==> src/rtl/transcr_ctrl.sv <==
// Frame sequencer for the stall-free transcr pipeline: credit-gated issue, latency-matched
// valid/sideband tracking and an output FIFO. Define TRANSCR_CTRL_STATS_EN for stall/frame counters.
module transcr_ctrl #(
  parameter int unsigned LATENCY    = 6,
  parameter int unsigned FIFO_DEPTH = 8,
  parameter int unsigned DIM_W      = 11
) (
  input  logic             clk,
  input  logic             rst,
  input  logic             start,
  input  logic [DIM_W-1:0] cfg_width,
  input  logic [DIM_W-1:0] cfg_height,
  output logic             busy,
  output logic             done,
  input  logic             in_valid,
  output logic             in_ready,
  input  logic [7:0]       in_y,
  input  logic [7:0]       in_cr,
  output logic [7:0]       tc_y,
  output logic [7:0]       tc_cr,
  input  logic [7:0]       tc_out,
  output logic             out_valid,
  input  logic             out_ready,
  output logic [7:0]       out_data,
  output logic             out_eol,
  output logic             out_eof
`ifdef TRANSCR_CTRL_STATS_EN
  ,
  output logic [31:0]      stall_cycles,
  output logic [15:0]      frame_count
`endif
);

  localparam int unsigned PTR_W = $clog2(FIFO_DEPTH);
  localparam int unsigned CNT_W = $clog2(FIFO_DEPTH + 1);
  localparam int unsigned SUM_W = $clog2(FIFO_DEPTH + LATENCY + 1);

  typedef enum logic [1:0] {S_IDLE = 2'd0, S_RUN = 2'd1, S_DRAIN = 2'd2} state_t;
  typedef struct packed {
    logic [7:0] data;
    logic       eol;
    logic       eof;
  } ent_t;

  state_t             state, state_nx;
  logic [DIM_W-1:0]   wid, hgt, x_cnt, y_cnt;
  logic [DIM_W-1:0]   wid_nx, hgt_nx, x_nx, y_nx;
  logic [LATENCY-1:0] sr_vld, sr_eol, sr_eof, sr_vld_nx;
  ent_t               mem [FIFO_DEPTH];
  logic [PTR_W-1:0]   wr_ptr, rd_ptr, rd_ptr_nx;
  logic [CNT_W-1:0]   count, count_nx;
  logic               accept, eol_c, eof_c, push, pop, done_nx, in_ready_nx;
  ent_t               push_ent, head_nx;

  assign tc_y  = in_y;
  assign tc_cr = in_cr;

  function automatic logic [SUM_W-1:0] popcnt(input logic [LATENCY-1:0] v);
    popcnt = '0;
    for (int i = 0; i < LATENCY; i++) popcnt = popcnt + SUM_W'(v[i]);
  endfunction

  // Next-state for the frame FSM, pixel counters, shift register and FIFO
  always_comb begin
    state_nx = state;
    wid_nx   = wid;
    hgt_nx   = hgt;
    x_nx     = x_cnt;
    y_nx     = y_cnt;
    done_nx  = 1'b0;
    accept   = in_valid && in_ready;
    eol_c    = (x_cnt == wid - DIM_W'(1));
    eof_c    = eol_c && (y_cnt == hgt - DIM_W'(1));
    unique case (state)
      S_IDLE: begin
        if (start) begin
          state_nx = S_RUN;
          wid_nx   = (cfg_width == '0) ? DIM_W'(1) : cfg_width;
          hgt_nx   = (cfg_height == '0) ? DIM_W'(1) : cfg_height;
          x_nx     = '0;
          y_nx     = '0;
        end
      end
      S_RUN: begin
        if (accept) begin
          if (eol_c) begin
            x_nx = '0;
            y_nx = y_cnt + DIM_W'(1);
          end else begin
            x_nx = x_cnt + DIM_W'(1);
          end
          if (eof_c) state_nx = S_DRAIN;
        end
      end
      S_DRAIN: begin
        if (sr_vld == '0 && count == '0) begin
          state_nx = S_IDLE;
          done_nx  = 1'b1;
        end
      end
      default: state_nx = S_IDLE;
    endcase

    push      = sr_vld[LATENCY-1];
    pop       = out_valid && out_ready;
    push_ent  = '{data: tc_out, eol: sr_eol[LATENCY-1], eof: sr_eof[LATENCY-1]};
    rd_ptr_nx = rd_ptr + PTR_W'(pop);
    count_nx  = count + CNT_W'(push) - CNT_W'(pop);
    // A push into an otherwise-empty FIFO becomes the new head directly
    head_nx   = (push && count == CNT_W'(pop)) ? push_ent : mem[rd_ptr_nx];
    sr_vld_nx = {sr_vld[LATENCY-2:0], accept};
    in_ready_nx = (state_nx == S_RUN) &&
                  ((SUM_W'(count_nx) + popcnt(sr_vld_nx)) < SUM_W'(FIFO_DEPTH));
  end

  always_ff @(posedge clk or posedge rst) begin
    if (rst) state <= S_IDLE;
    else     state <= state_nx;
  end

  always_ff @(posedge clk or posedge rst) begin
    if (rst) begin
      wid       <= '0;
      hgt       <= '0;
      x_cnt     <= '0;
      y_cnt     <= '0;
      sr_vld    <= '0;
      sr_eol    <= '0;
      sr_eof    <= '0;
      wr_ptr    <= '0;
      rd_ptr    <= '0;
      count     <= '0;
      busy      <= 1'b0;
      done      <= 1'b0;
      in_ready  <= 1'b0;
      out_valid <= 1'b0;
      out_data  <= '0;
      out_eol   <= 1'b0;
      out_eof   <= 1'b0;
    end else begin
      wid       <= wid_nx;
      hgt       <= hgt_nx;
      x_cnt     <= x_nx;
      y_cnt     <= y_nx;
      sr_vld    <= sr_vld_nx;
      sr_eol    <= {sr_eol[LATENCY-2:0], accept & eol_c};
      sr_eof    <= {sr_eof[LATENCY-2:0], accept & eof_c};
      if (push) wr_ptr <= wr_ptr + PTR_W'(1);
      rd_ptr    <= rd_ptr_nx;
      count     <= count_nx;
      busy      <= (state_nx != S_IDLE);
      done      <= done_nx;
      in_ready  <= in_ready_nx;
      out_valid <= (count_nx != '0);
      out_data  <= (count_nx != '0) ? head_nx.data : 8'h00;
      out_eol   <= (count_nx != '0) && head_nx.eol;
      out_eof   <= (count_nx != '0) && head_nx.eof;
    end
  end

  // Storage is not reset; only entries below count are ever observed
  always_ff @(posedge clk) begin
    if (push) mem[wr_ptr] <= push_ent;
  end

`ifdef TRANSCR_CTRL_STATS_EN
  always_ff @(posedge clk or posedge rst) begin
    if (rst) begin
      stall_cycles <= '0;
      frame_count  <= '0;
    end else begin
      if (state == S_IDLE && start)                     stall_cycles <= '0;
      else if (state == S_RUN && in_valid && !in_ready) stall_cycles <= stall_cycles + 32'd1;
      if (done_nx) frame_count <= frame_count + 16'd1;
    end
  end
`endif

  a_no_overflow: assert property (@(posedge clk) disable iff (rst)
    !(push && !pop && count == CNT_W'(FIFO_DEPTH)));

endmodule
==> config.mk <==
export PLATFORM = sky130hd
export DESIGN_NAME = transcr_ctrl
export DESIGN_NICKNAME = d
export VERILOG_FILES = /design/src/rtl/transcr_ctrl.sv
export SDC_FILE = /design/constraint.sdc
export NUM_CORES = 1
export LEC_CHECK = 0
export ABC_AREA = 1
export ABC_CLOCK_PERIOD_IN_PS = 2900
export BUFFER_PORTS_ARGS = -buffer_cell sky130_fd_sc_hd__buf_2
export CAP_MARGIN = 20
export CORE_MARGIN = 4
export CORE_UTILIZATION = 40
export DETAILED_ROUTE_END_ITERATION = 7
export MAX_ROUTING_LAYER = met4
export SETUP_SLACK_MARGIN = 0.15
export SYNTH_ARGS = -nofsm -noshare
export SYNTH_HDL_FRONTEND = slang
export SYNTH_SLANG_ARGS = --single-unit
==> constraint.sdc <==
create_clock -name clk -period 2.9 [get_ports clk]
set_clock_uncertainty 0.15 [all_clocks]
set_input_delay 0.145 -clock clk [delete_from_list [all_inputs] [get_ports clk]]
set_output_delay 0.145 -clock clk [all_outputs]
set_load 0.05 [all_outputs]
# After elaboration in Yosys (flattened, before gate mapping)
# Memories as Yosys holds them, arrays and structs flattened.
# Cells that the tools add are included.
# op_classes
addsub	14
mux	20
magnitude_cmp	1
reduce_logical	19
bitwise_logic	2
n_eq_ne	9
# ops
op	n
$mux W11	7
$pmux W11 S2	2
$add A11 B1 Y11 const B	2
$eq A11 B11 Y1	2
$logic_not A11 Y1	2
$sub A11 B1 Y11 const B	2
$add A4 B1 Y4	3
$mux W10	1
$logic_and A1 B1 Y1	8
$mux W2	4
$mux W8	1
$logic_not A6 Y1	1
$ne A2 B2 Y1 const B	3
$pmux W2 S3	1
$add A3 B1 Y4	1
$add A4 B4 Y4	1
$eq A2 B1 Y1 const B	2
$eq A4 B1 Y1	1
$logic_not A4 Y1	1
$lt A4 B4 Y1 const B	1
$mux W1	4
$reduce_and A4 Y1	1
$reduce_bool A2 Y1	2
$reduce_bool A4 Y1	1
10 further kinds	11
# word_totals
inputBits	51
n_memories	1
register_bits	88
word_cells	84
ram_bits	80
output_inout_bits	30
# memory_table
memory	words	width	read_ports	rd_clocked_by_memory_dff	wr	line	text
mem	8	10	1	0	1	49	ent_t mem [FIFO_DEPTH];

# Depth between registers and ports, before layout
# logic_depth
depth_word	9
ltp_mapped	18
depth_no_buf	17

# Least setup slack after synthesis
# OpenSTA, ideal clock, no wires.
# synth_path
path_type	reg-to-reg
startpoint	reg out_valid
endpoint	reg in_ready
path_stages_with_launch	15
setup_time_ns	0.071
synth_period_minus_slack_ns	2.999
path_slack_ns	-0.099
t_required_ns	2.679
arrival_ns	2.778
n_path_buf	0
cell_sequence	dfrtp_1 > nand2_1 > inv_1 > ha_1 > inv_1 > ha_1 > inv_1 > fa_1 > inv_1 > ha_1 > ha_1 > nand2_1 > o21a_1 > xor2_1 > nor2_1
# synth_via
elab_chain_cells	5
# synth_lines
item	line	text
from (decl)	22	output logic out_valid,
from (signal assigned)	154	out_valid <= (count_nx != '0);
$logic_and A1 B1 Y1	105	pop = out_valid && out_ready;
$sub A4 B1 Y4	108	count_nx = count + CNT_W'(push) - CNT_W'(pop);
via count_nx[1]	51	logic [CNT_W-1:0] count, count_nx;
$add A4 B4 Y4	113	((SUM_W'(count_nx) + popcnt(sr_vld_nx)) < SUM_W'(FIFO_DEPTH));
$lt A4 B4 Y1	113	
$logic_and A1 B1 Y1	112	in_ready_nx = (state_nx == S_RUN) &&
via in_ready_nx	52	logic accept, eol_c, eof_c, push, pop, done_nx, in_ready_nx;
to (signal assigned)	153	in_ready <= in_ready_nx;
to (decl)	16	output logic in_ready,
# The timed path passes the listed nets, and every way through them passes these cells.
# A chain may end at the register's enable or synchronous reset.

# Worst setup path in the final report
# Same ends and word-level chain as after synthesis.

==> impl_metrics.csv <==
group,metric,value,unit
status,status,"finished clean",
die,die_area,22360,um2
worst_setup_path,crit_type,"register to register",
yosys,syn_inst,808,
yosys,synth.largest_area_cell,"edfxtp_1",
yosys,synth_area,8014,um2
sta,slew_headroom,61.54,%
cts,root_buffer,"clkbuf_16",
yosys,syn_nets,879,
yosys,ys_seq_area_share,57.46,%
sta,finalCriticalPeriod,2679,ps
placed_design,placed_cell_area,8558,um2
power,p_leak,4.088,nW
cells_and_area,synthToLayoutAreaGrowth,19.03,%
cts,h-tree-depth,4,
worst_setup_path,crit_top_cell,"inv_2",
global_routing,grt_max_degree,48,
worst_setup_path,startpoint_type,"register",
yosys,synthMostInstantiatedCell,"nand2_1",
cts,cts_tree,"yes",
placed_design,place_hpwl,11420,um
sta,hold_viol,0,
sta,fin_crit_sh,92.39,%
global_routing,grt_pass1_vias,5550,
global_routing,antenna_found_initial,0,
cells_and_area,diodes,0,
worst_setup_path,path_max_fanout,3,
min_path,hp-class,"input port to output port",
worst_setup_path,path_cells,"nand2_2, inv_2, ha_4, inv_2, ha_4, inv_2, fa_1, inv_2, ha_4, ha_1, nand2_1, o21a_1, xor2_1, nor2_1",
yosys,yosysTopAreaCellShare,29.98,%
worst_setup_path,cp_data_arrival_time,2840,ps
global_routing,grt_pass1_wl,27850,um
yosys,ys_ff_latch,168,
yosys,synth_common_cells,"169 x nand2_1, 88 x dfrtp_1, 80 x edfxtp_1, 78 x inv_1, 68 x nor2_1",
routing,wl_per_cell,14.43,um
cells_and_area,final_area,9539,um2
sta,tightestPinTransition,577.0,ps
yosys,synth_top_family_by_area,"simple AND/OR/NAND/NOR gates",
sta,clock.fmax,373.2,MHz
sta,setup_violations,0,
routing,dr.pass1.iters,4,
worst_setup_path,max_stage_delay,520,ps
die,rows,51,
yosys,synth_cell_types,40,
routing,vias,5772,
routing,dr.first_iter.drc_count,330,
placed_design,portBuffers,48,
yosys,synth_area_per_cell,9.918,um2
cts,cts.clk_slew.worst_paths,70,ps
placed_design,placed_cells,1105,
routing,remaining_drc_errors,0,
power,total_power,0.009951,W
yosys,synth_edf_count,80,
global_routing,grt.total_usage,16.44,%
sta,drv_slew,0,
routing,routed_wl,16920,um
routing,vias_per_cell,4.925,
yosys,synth-adder-area-share,3.404,%
worst_setup_path,cp_slowest_cell,"fa_1",
cts,clock_latency,430,ps
yosys,yosys.area_share.simple,17.53,%
sta,fin_setup_tns,0,ps
yosys,synth_area_leaders,"edfxtp_1 30%, dfrtp_1 27%, nand2_1 7.9%, inv_1 3.7%, a21oi_1 3.2%",
cells_and_area,drive_gt1_share,17.75,%
die,io-pin-count,81,
power,ir_drop,0.0006017,V
cells_and_area,fillerInstances,1838,
routing,antenna_left,0,
yosys,synth_xor_area_share,3.497,%
flow_run,maxCapViolCount,0,
worst_setup_path,required,3070,ps
worst_setup_path,worst-path-buf-inv,4,
cells_and_area,final_nets,965,
die,fp.dieH,149.5,um
yosys,muxShareOfSynthArea,2.233,%
yosys,async_reset_ff_share,52.38,%
die,start_util,40.91,%
worst_setup_path,setup.worst_path.end_class,"register",
placed_design,globalplace.congestion,0.8621,
sta,holdWs,140.1,ps
die,fp.coreArea,19590,um2
yosys,yosysWarnings,0,
die,die_w,149.5,um
cts,cts_made_buffers,17,
yosys,ys.flop_type,"dfrtp_1",
cts,cts.path.max_buffers,2,
worst_setup_path,crit_family,"adder cells",
sta,rsz0062_at_grt,"yes",
power,power.density,1043,nW/um2
cells_and_area,fin_cells,1172,
cts,clkSinkCount,168,
global_routing,grt_overflow,0,
yosys,synth-compound-area-share,9.180,%
==> final cells by class <==
| cell class | count | area [um2] | area share, % |
|---|---|---|---|
| repair buffers | 106 | 770.7 | 8.080 |
| flip-flops and latches | 168 | 4606 | 48.28 |
| well taps | 265 | 331.6 | 3.476 |
| clock inverters | 14 | 126.4 | 1.325 |
| multi-input cells | 517 | 2945 | 30.88 |
| clock buffers | 18 | 439.2 | 4.604 |
| inverters | 84 | 320.3 | 3.358 |
==> metal layers <==
layer / GRT usage [%] / vias to the layer above / wire (um)
met1: 20.85 / 2761 / 7944
li1: - / 2880 / -
met3: 3.513 / 13 / 619
met4: 4.622 / 0 / 180
met5: - / - / 0
met2: 26.88 / 118 / 8171
==> metrics by stage <==
stage	worst slack, ps	util (%)
finish	220.7	48.69
global route	78.19	48.69
CTS	152.7	48.43
detailed placement	23.06	43.69
global placement	102.5	43.69
floorplan	24.50	-
==> what timing repair did <==
action / 4_1_cts / 5_1_grt
endpoints found under the hold margin: 140 / 0
endpoints found under the setup margin: 1 / 5
pin swaps: 2 / 3
hold buffers: 33 / 0
setup buffers: 1 / 0
gates resized for setup: 6 / 6
==> power breakdown <==
group	leakage (nW)	internal, W	switching [W]
clock	0.278	0.00116	0.00100
combinational	1.98	0.00167	0.00263
sequential	1.83	0.00306	0.000432
total	4.09	0.00588	0.00407
==> path summary, 6_finish.rpt <==
check / from / end / slack, ps / cells past startpoint
worst max-delay path: out_valid / in_ready / 220 / 14
worst min-delay path: in_cr[0] / tc_cr[0] / 140 / 0
worst max register to register: out_valid / in_ready / 220 / 14
worst min register to register: sr_eol[2] / sr_eol[3] / 200 / 0
max in group asynchronous: rst / rd_ptr[2] / 1730 / 4
min in group asynchronous: rst / busy / 170 / 3
==> kinds of logic (layout without fill, tap and decap cells) <==
| kind of cell | count (synthesis) | in the layout |
|---|---|---|
| muxes | 16 | 16 |
| xor gates and xnor gates | 32 | 32 |
| AOI/OAI and AO/OA | 125 | 125 |
| and+or+nand+nor | 324 | 324 |
| buffers and inverters | 123 | 222 |
| DFF | 168 | 168 |
| adders and majority gates | 20 | 20 |
==> registers in the layout, summed over array words and instances (netlist names) <==
register	count
count	4
sr_eol	6
state	2
sr_vld	6
done	1
out_data	8
mem	80
wid	11
out_eof	1
out_valid	1
busy	1
out_eol	1
sr_eof	6
in_ready	1
hgt	11
wr_ptr	3
rd_ptr	3
y_cnt	11
x_cnt	11
==> cells in the final DEF, fill, tap and decap left out, types with 3 or more instances in the layout <==
cell	n
nand2_1	168
dfrtp_1	87
edfxtp_1	80
inv_1	72
nor2_1	68
a21oi_1	50
buf_2	48
nand3_1	36
dlygate4sd3_1	33
o21ai_0	31
buf_4	24
xor2_1	23
clkbuf_16	17
mux2_2	15
nor3_1	14
ha_1	12
inv_2	10
o22ai_1	10
a22oi_1	10
a32o_1	10
xnor2_1	9
inv_6	8
nand4_1	7
nand2_2	7
nor4_1	7
o21ai_1	5
ha_4	5
nor2_2	4
nor3b_1	3
fa_1	3
clkinv_4	3
No activity file was read; power rests on OpenSTA's default activity.
